===== src/rtl/regfile_wb_arbiter_if.sv =====
// regfile_wb_arbiter_if -- writeback bus between the two result producers
// (ALU, load unit) and the register-file write port.
//   alu_valid/alu_ready/alu_rd/alu_data : ALU writeback request handshake
//   lsu_valid/lsu_ready/lsu_rd/lsu_data : load-unit writeback request handshake
//   rf_regWrite/rf_writereg/rf_writedata: registered register-file write port
//   wb_count                            : committed non-x0 write counter
// slave modport is the arbiter side, master modport is the requester/consumer side.
interface regfile_wb_arbiter_if #(
  parameter int XLEN = 32
);
  logic            alu_valid;
  logic            alu_ready;
  logic [4:0]      alu_rd;
  logic [XLEN-1:0] alu_data;
  logic            lsu_valid;
  logic            lsu_ready;
  logic [4:0]      lsu_rd;
  logic [XLEN-1:0] lsu_data;
  logic            rf_regWrite;
  logic [4:0]      rf_writereg;
  logic [XLEN-1:0] rf_writedata;
  logic [15:0]     wb_count;

  modport slave (
    input  alu_valid, alu_rd, alu_data,
    input  lsu_valid, lsu_rd, lsu_data,
    output alu_ready, lsu_ready,
    output rf_regWrite, rf_writereg, rf_writedata, wb_count
  );

  modport master (
    output alu_valid, alu_rd, alu_data,
    output lsu_valid, lsu_rd, lsu_data,
    input  alu_ready, lsu_ready,
    input  rf_regWrite, rf_writereg, rf_writedata, wb_count
  );
endinterface


===== src/rtl/regfile_wb_arbiter.sv =====
// regfile_wb_arbiter -- arbitrates the ALU and load-unit writeback requests
// onto the single register-file write port, one write per cycle.
// Ports:
//   clk   : rising-edge clock
//   rst_n : asynchronous active-low reset
//   bus   : regfile_wb_arbiter_if.slave (request handshakes + write port)
// Parameters: XLEN (data width), MAX_WAIT (ALU starvation bound, 1..15).
// Configuration macro RF_ARB_RR_EN:
//   defined   -> round-robin on contention (MAX_WAIT unused)
//   undefined -> LSU has priority; ALU forced through after MAX_WAIT denials
module regfile_wb_arbiter #(
  parameter int XLEN     = 32,
  parameter int MAX_WAIT = 4
) (
  input  logic                 clk,
  input  logic                 rst_n,
  regfile_wb_arbiter_if.slave  bus
);

  typedef enum logic {LAST_ALU, LAST_LSU} arb_state_e;

  typedef struct packed {
    logic [4:0]      rd;
    logic [XLEN-1:0] data;
  } wb_req_t;

  localparam logic [3:0] MAX_WAIT_C = 4'(MAX_WAIT);

  arb_state_e      state_q, state_d;
  logic [3:0]      wait_q, wait_d;
  logic            alu_gnt, lsu_gnt, alu_wins, accept, do_write;
  wb_req_t         win;

  logic            regwrite_q;
  logic [4:0]      writereg_q;
  logic [XLEN-1:0] writedata_q;
  logic [15:0]     count_q;

  // Grant/next-state logic. Readys are forced low while in reset so nothing
  // can be accepted until rst_n releases.
  always_comb begin
    alu_gnt  = 1'b0;
    lsu_gnt  = 1'b0;
    state_d  = state_q;
    wait_d   = wait_q;
`ifdef RF_ARB_RR_EN
    // Favour whichever source did not win last; reset state LAST_LSU makes
    // the first contention go to the ALU.
    alu_wins = (state_q == LAST_LSU);
`else
    // LSU wins unless the ALU has been starved for MAX_WAIT cycles.
    alu_wins = (wait_q == MAX_WAIT_C);
`endif
    if (rst_n) begin
      if (bus.alu_valid && bus.lsu_valid) begin
        alu_gnt = alu_wins;
        lsu_gnt = !alu_wins;
      end else begin
        alu_gnt = bus.alu_valid;
        lsu_gnt = bus.lsu_valid;
      end
    end
    if (alu_gnt)      state_d = LAST_ALU;
    else if (lsu_gnt) state_d = LAST_LSU;
`ifndef RF_ARB_RR_EN
    // Counts only consecutive denied ALU cycles; cannot pass MAX_WAIT since
    // reaching it forces the grant.
    if (alu_gnt || !bus.alu_valid) wait_d = 4'd0;
    else                           wait_d = wait_q + 4'd1;
`endif
  end

  assign accept   = alu_gnt | lsu_gnt;
  assign win      = alu_gnt ? wb_req_t'{bus.alu_rd, bus.alu_data}
                            : wb_req_t'{bus.lsu_rd, bus.lsu_data};
  // x0 writes are accepted (consumed) but never committed.
  assign do_write = accept && (win.rd != 5'd0);

  always_ff @(posedge clk or negedge rst_n) begin
    if (!rst_n) begin
      state_q     <= LAST_LSU;
      wait_q      <= 4'd0;
      regwrite_q  <= 1'b0;
      writereg_q  <= 5'd0;
      writedata_q <= '0;
      count_q     <= 16'd0;
    end else begin
      state_q    <= state_d;
      wait_q     <= wait_d;
      regwrite_q <= do_write;
      if (accept) begin
        writereg_q  <= win.rd;
        writedata_q <= win.data;
      end
      if (do_write) count_q <= count_q + 16'd1;
    end
  end

  assign bus.alu_ready    = alu_gnt;
  assign bus.lsu_ready    = lsu_gnt;
  assign bus.rf_regWrite  = regwrite_q;
  assign bus.rf_writereg  = writereg_q;
  assign bus.rf_writedata = writedata_q;
  assign bus.wb_count     = count_q;

endmodule


===== src/flat_wrapper.sv =====
// flat-port wrapper written by rule: the top's interface ports become plain ports
module regfile_wb_arbiter_flat 
#(
  parameter int XLEN     = 32,
  parameter int MAX_WAIT = 4
)
  (clk, rst_n, bus_alu_valid, bus_alu_rd, bus_alu_data, bus_lsu_valid, bus_lsu_rd, bus_lsu_data, bus_alu_ready, bus_lsu_ready, bus_rf_regWrite, bus_rf_writereg, bus_rf_writedata, bus_wb_count);
  regfile_wb_arbiter_if #(.XLEN(XLEN)) bus_i ();
  input  logic clk;
  input  logic rst_n;
  input wire logic [$bits(bus_i.alu_valid)-1:0] bus_alu_valid;
  input wire logic [$bits(bus_i.alu_rd)-1:0] bus_alu_rd;
  input wire logic [$bits(bus_i.alu_data)-1:0] bus_alu_data;
  input wire logic [$bits(bus_i.lsu_valid)-1:0] bus_lsu_valid;
  input wire logic [$bits(bus_i.lsu_rd)-1:0] bus_lsu_rd;
  input wire logic [$bits(bus_i.lsu_data)-1:0] bus_lsu_data;
  output wire logic [$bits(bus_i.alu_ready)-1:0] bus_alu_ready;
  output wire logic [$bits(bus_i.lsu_ready)-1:0] bus_lsu_ready;
  output wire logic [$bits(bus_i.rf_regWrite)-1:0] bus_rf_regWrite;
  output wire logic [$bits(bus_i.rf_writereg)-1:0] bus_rf_writereg;
  output wire logic [$bits(bus_i.rf_writedata)-1:0] bus_rf_writedata;
  output wire logic [$bits(bus_i.wb_count)-1:0] bus_wb_count;
  assign bus_i.alu_valid = bus_alu_valid;
  assign bus_i.alu_rd = bus_alu_rd;
  assign bus_i.alu_data = bus_alu_data;
  assign bus_i.lsu_valid = bus_lsu_valid;
  assign bus_i.lsu_rd = bus_lsu_rd;
  assign bus_i.lsu_data = bus_lsu_data;
  assign bus_alu_ready = bus_i.alu_ready;
  assign bus_lsu_ready = bus_i.lsu_ready;
  assign bus_rf_regWrite = bus_i.rf_regWrite;
  assign bus_rf_writereg = bus_i.rf_writereg;
  assign bus_rf_writedata = bus_i.rf_writedata;
  assign bus_wb_count = bus_i.wb_count;
  regfile_wb_arbiter #(.XLEN(XLEN), .MAX_WAIT(MAX_WAIT)) u_core (.clk(clk), .rst_n(rst_n), .bus(bus_i));
endmodule

===== config.mk =====
export PLATFORM = sky130hd
export DESIGN_NAME = regfile_wb_arbiter_flat
export DESIGN_NICKNAME = d
export VERILOG_FILES = /design/src/rtl/regfile_wb_arbiter_if.sv /design/src/rtl/regfile_wb_arbiter.sv /design/src/flat_wrapper.sv
export SDC_FILE = /design/constraint.sdc
export NUM_CORES = 1
export LEC_CHECK = 0
export CAP_MARGIN = 40
export CORE_ASPECT_RATIO = 1.2
export CORE_MARGIN = 1
export CORE_UTILIZATION = 40
export CTS_BUF_LIST = sky130_fd_sc_hd__clkbuf_16
export DETAILED_ROUTE_END_ITERATION = 8
export PLACE_DENSITY = 0.84
export RECOVER_POWER = 50
export REMOVE_ABC_BUFFERS = 1
export SLEW_MARGIN = 10
export SYNTH_ARGS = -nofsm -noshare
export SYNTH_HDL_FRONTEND = slang
export SYNTH_SLANG_ARGS = --single-unit

===== constraint.sdc =====
create_clock -name clk -period 2.3 [get_ports clk]
set_input_delay 0.575 -clock clk [delete_from_list [all_inputs] [get_ports clk]]
set_output_delay 0.575 -clock clk [all_outputs]
set_load 0.01 [all_outputs]

# Yosys cells after proc, flatten, opt, wreduce, memory -nomap -nowiden
# Index checks and enable logic that the tools add are counted.
# op_classes
n_addsub,2
eq_ne,1
muxes,6
bitwise_logic,1
reduce_logical,6
# op_table
cell,n
$mux 37,1
$add 16x1->16 const B,1
$reduce_bool 5->1,1
$add 4x1->4 const B,1
$eq 4x3->1 const B,1
$mux 1,4
$mux 4,1
$logic_and 1x1->1,2
$logic_not 1->1,2
$logic_or 1x1->1,1
$or 1x1->1,1
# word_totals
ff_bits,58
input_bits,78
output_inout_bits,56
word_cells,21

# Longest topological paths before layout
# depth
word_depth,6
ltp_mapped,8

# Worst setup path before layout
# No wires, ideal clock.
# synth_timing
path_kind,reg2reg
start,register u_core.wait_q[0]
end,register u_core.count_q[1] (netlist: u_core.bus.wb_count[1])
arrival_ps,1678
t_required_ps,2172
path_slack_ps,494
path_stages_with_launch,8
path_cell_list,dfrtp_1 > inv_1 > ha_1 > and3b_1 > o211ai_1 > o21ai_4 > nor2_2 > mux2_1
# synth_via
elab_chain_len,6
elab_cells_between_ends,10
classes_between,eq/ne (1); mux (5); bitwise (1); reduce/logical (3)
# synth_rtl
element,line,source
"start, declared",regfile_wb_arbiter.sv:30,"logic [3:0] wait_q, wait_d;"
"start signal, assigned",regfile_wb_arbiter.sv:89,wait_q <= wait_d;
$eq 4x3->1 *,regfile_wb_arbiter.sv:52,alu_wins = (wait_q == MAX_WAIT_C);
$mux 1 or $logic_not 1->1 (tied branches),"regfile_wb_arbiter.sv:55, regfile_wb_arbiter.sv:57",
$mux 1 (on tied branches),"regfile_wb_arbiter.sv:54, regfile_wb_arbiter.sv:55",
$mux 37 or $mux 1 (tied branches),"regfile_wb_arbiter.sv:74, regfile_wb_arbiter.sv:54",
$reduce_bool 5->1 or $or 1x1->1 (tied branches),"regfile_wb_arbiter.sv:77, regfile_wb_arbiter.sv:73",
$logic_and 1x1->1 *,regfile_wb_arbiter.sv:77,assign do_write = accept && (win.rd != 5'd0);
net u_core.do_write,regfile_wb_arbiter.sv:31,"logic alu_gnt, lsu_gnt, alu_wins, accept, do_write;"
"end signal, assigned",regfile_wb_arbiter.sv:95,if (do_write) count_q <= count_q + 16'd1;
"end, declared",regfile_wb_arbiter.sv:37,logic [15:0] count_q;
# Mark *: on every way through the listed nets, which the timed path passes. The rest lies on a longest branch.
# A chain may end at the register's enable or synchronous reset.

# Final worst setup path
# layout_timing
start,register u_core.wait_q[0]
end,output bus_alu_ready
# layout_via
elab_chain_len,3
# layout_rtl
element,line,source
$eq 4x3->1,regfile_wb_arbiter.sv:52,
$mux 1,regfile_wb_arbiter.sv:55,if (bus.alu_valid && bus.lsu_valid) begin
$mux 1,regfile_wb_arbiter.sv:54,if (rst_n) begin
"end, declared",flat_wrapper.sv:17,output wire logic [$bits(bus_i.alu_ready)-1:0] bus_alu_ready;
# No other way between the ends.

==> results.ini <==
[global_route]
overflow = 0
grtUsageTotal_pct = 20.5
grtUsageMet2_pct = 36.2
antenna_found_initial = 0
grt_pass1_vias = 2366
use_met3_pct = 5.17
grt_pass1_wl_um = 11200
grt_max_degree = 51
top_usage_layer = met2
met1_usage_pct = 23.2

[routing]
detail_route.wl_per_cell_um = 13.7
final_antenna_net_count = 0
wl_um = 6760
drt_drc_violations_left = 0
via_count = 2355
drt-pass1-iter-count = 4
viasPerCell = 4.79
drt_iter0_drc = 66

[clock_network]
postCtsHoldBufs = 0
cts_tree = built
clockBufferDepth = 2
clock_sinks = 58
insertion_delay_ns = 0.32
h-tree-depth = 3
postCtsSetupRepairBufs = 0
clock-root-buffer = clkbuf_16
clkSlewWorstSetupHoldPaths_ns = 0.05
cts_made_buffers = 9

[timing]
skew_ns = 0.00721
relSlewSlack_pct = 17.0
setup_violations = 0
max_slew.worst_pin.slew_ns = 1.24
period_share_pct = 96.7
timing.hold.ws_ns = 0.470
rsz0062_at_grt = yes
period_minus_slack_ns = 2.22
hold_viol = 0
finalSetupTns_ns = 0
finalMaxSlewViolations = 0
fmax_mhz = 450
fin_ws_ns = 0.0766

[cells_and_area]
area_growth_pct = 64.2
drive_gt1_share_pct = 8.11
final_cell_mix = clkdlybuf4s50_1, dfrtp_1, nand2_1
final_common_cell = clkdlybuf4s50_1
final_util_pct = 68.4
nets = 483
n_antenna_cell = 0

[floorplanning]
fp.dieArea_mm2 = 0.00709
core-area_mm2 = 0.00649
row_count = 32
die_y_um = 92.0
die_x_um = 77.0
start_util_pct = 41.7
ios = 134

[critical_path]
slowest_stage = dfrtp_1
slowest_delay_ns = 0.40
arrival_ns = 1.65
cp_top_family = flip-flops
crit_type = reg2out
critPathBufInv = 3
critPathCaptureType = output port
r2r-start = u_core.wait_q[0]
crit_path_max_fanout = 4
crit_path_start = u_core.wait_q[0]
cp-start-kind = flop
crit_required_ns = 1.73
cp_cell_sequence = inv_1, ha_1, and3b_2, o211ai_4, inv_2, buf_2

[job]
max_cap_violations = 0

[power_and_ir_drop]
power.density_mw_per_mm2 = 743
ir_drop_v = 0.000739
power_leakage_uw = 0.00214

[synthesis]
synth-seq-cells = 58
syn_inst = 258
syn_avg_cell_area_um2 = 10.5
synth_edf_count = 0
syn-cell-area_mm2 = 0.00270
ys_seq_area_share_pct = 53.7
yosysWarningCount = 0
synth_ff_type = dfrtp_1
async_flop_share_pct = 100
synth.distinct_cells = 33

[worst_hold_path]
min_path_type = reg2reg
min_from = u_core.bus.rf_writereg[2]

[place]
post-place-ws_ns = -0.297
dp_hpwl_um = 5080
io_buffers = 133
place.gp.congestion = 0.755

[status]
outcome = complete, no violations

[metrics by stage]
step           instance area [µm²]  instances  power [µW]
6_report                      4440        492        3300
5_1_grt                       4440        492        3470
4_1_cts                       4440        492        3360
3_5_place_dp                  4190        476        2210
3_3_place_gp                  4190        476        2180
2_1_floorplan                 2640        246        1640
[cell type report]
class,count,area [µm²]
Inverter,7,26.3
Clock inverter,7,36.3
Multi-Input combinational cell,181,1190
Sequential cell,58,1450
Tap cell,85,106
Timing Repair Buffer,145,1410
Clock buffer,9,225
Fill cell,519,2050
[report_power, final]
group          internal [µW]  total (µW)  switching, µW
Combinational            492         831            339
Clock                    710        1140            431
Sequential              1190        1330            139
[state kept, by name (all words and copies together), names as in the netlist]
name / cells
u_core.bus.rf_regWrite: 1
u_core.wait_q: 4
u_core.bus.rf_writereg: 5
u_core.bus.rf_writedata: 32
u_core.bus.wb_count: 16
[worst register-to-register path, delay by kind of cell, from the launching register on]
kind            cells  cell delay (ns)
simple gates        1             0.25
flops               1             0.40
buf+inv             2             0.47
fa+ha+maj           1             0.18
compound gates      2             0.30
mux                 1             0.29
[routing by layer]
layer / vias to the layer above / wire [µm]
met4: 0 / 116
li1: 1170 / -
met5: - / 0
met1: 1092 / 2810
met3: 9 / 449
met2: 84 / 3380
[cells in the mapped netlist, types with 2 or more instances]
master | count | area share (%)
dfrtp_1 | 58 | 54
nand2_1 | 45 | 6.2
mux2i_1 | 37 | 14
o21ai_0 | 37 | 6.9
nor2_1 | 13 | 1.8
xor2_1 | 10 | 3.2
xnor2_1 | 7 | 2.3
inv_1 | 6 | 0.83
clkbuf_1 | 5 | 0.69
nand3_1 | 5 | 0.93
nor3_1 | 5 | 0.93
buf_2 | 3 | 0.56
ha_1 | 3 | 1.4
and3_1 | 2 | 0.46
buf_1 | 2 | 0.28
nand4_1 | 2 | 0.46
or2_2 | 2 | 0.46
[cells by family after synthesis]
kind of cell / share of synthesized area [%]
adders and majority gates: 1.39
buffers and inverters: 3.19
and+or+nand+nor: 12.8
muxes: 14.1
AOI/OAI and AO/OA: 9.31
xor gates and xnor gates: 5.51
DFF: 53.7
[path summary, 6_finish.rpt]
check / slack (ns) / endpoint / cells past startpoint
worst min-delay path: 0.47 / u_core.bus.rf_writereg[2] / 2
max in group asynchronous: 0.61 / u_core.bus.rf_writedata[24] / 2
worst max register to register: 0.26 / u_core.bus.rf_writedata[2] / 7
worst max-delay path: 0.08 / bus_alu_ready / 6
worst min register to register: 0.47 / u_core.bus.rf_writereg[2] / 2
min in group asynchronous: 0.55 / u_core.bus.wb_count[2] / 2
[repair_timing]
item,in CTS,in global routing
gates cloned,0,0
setup endpoints to repair,2,5
resized for setup,7,2
No activity file was read; power rests on OpenSTA's default activity.
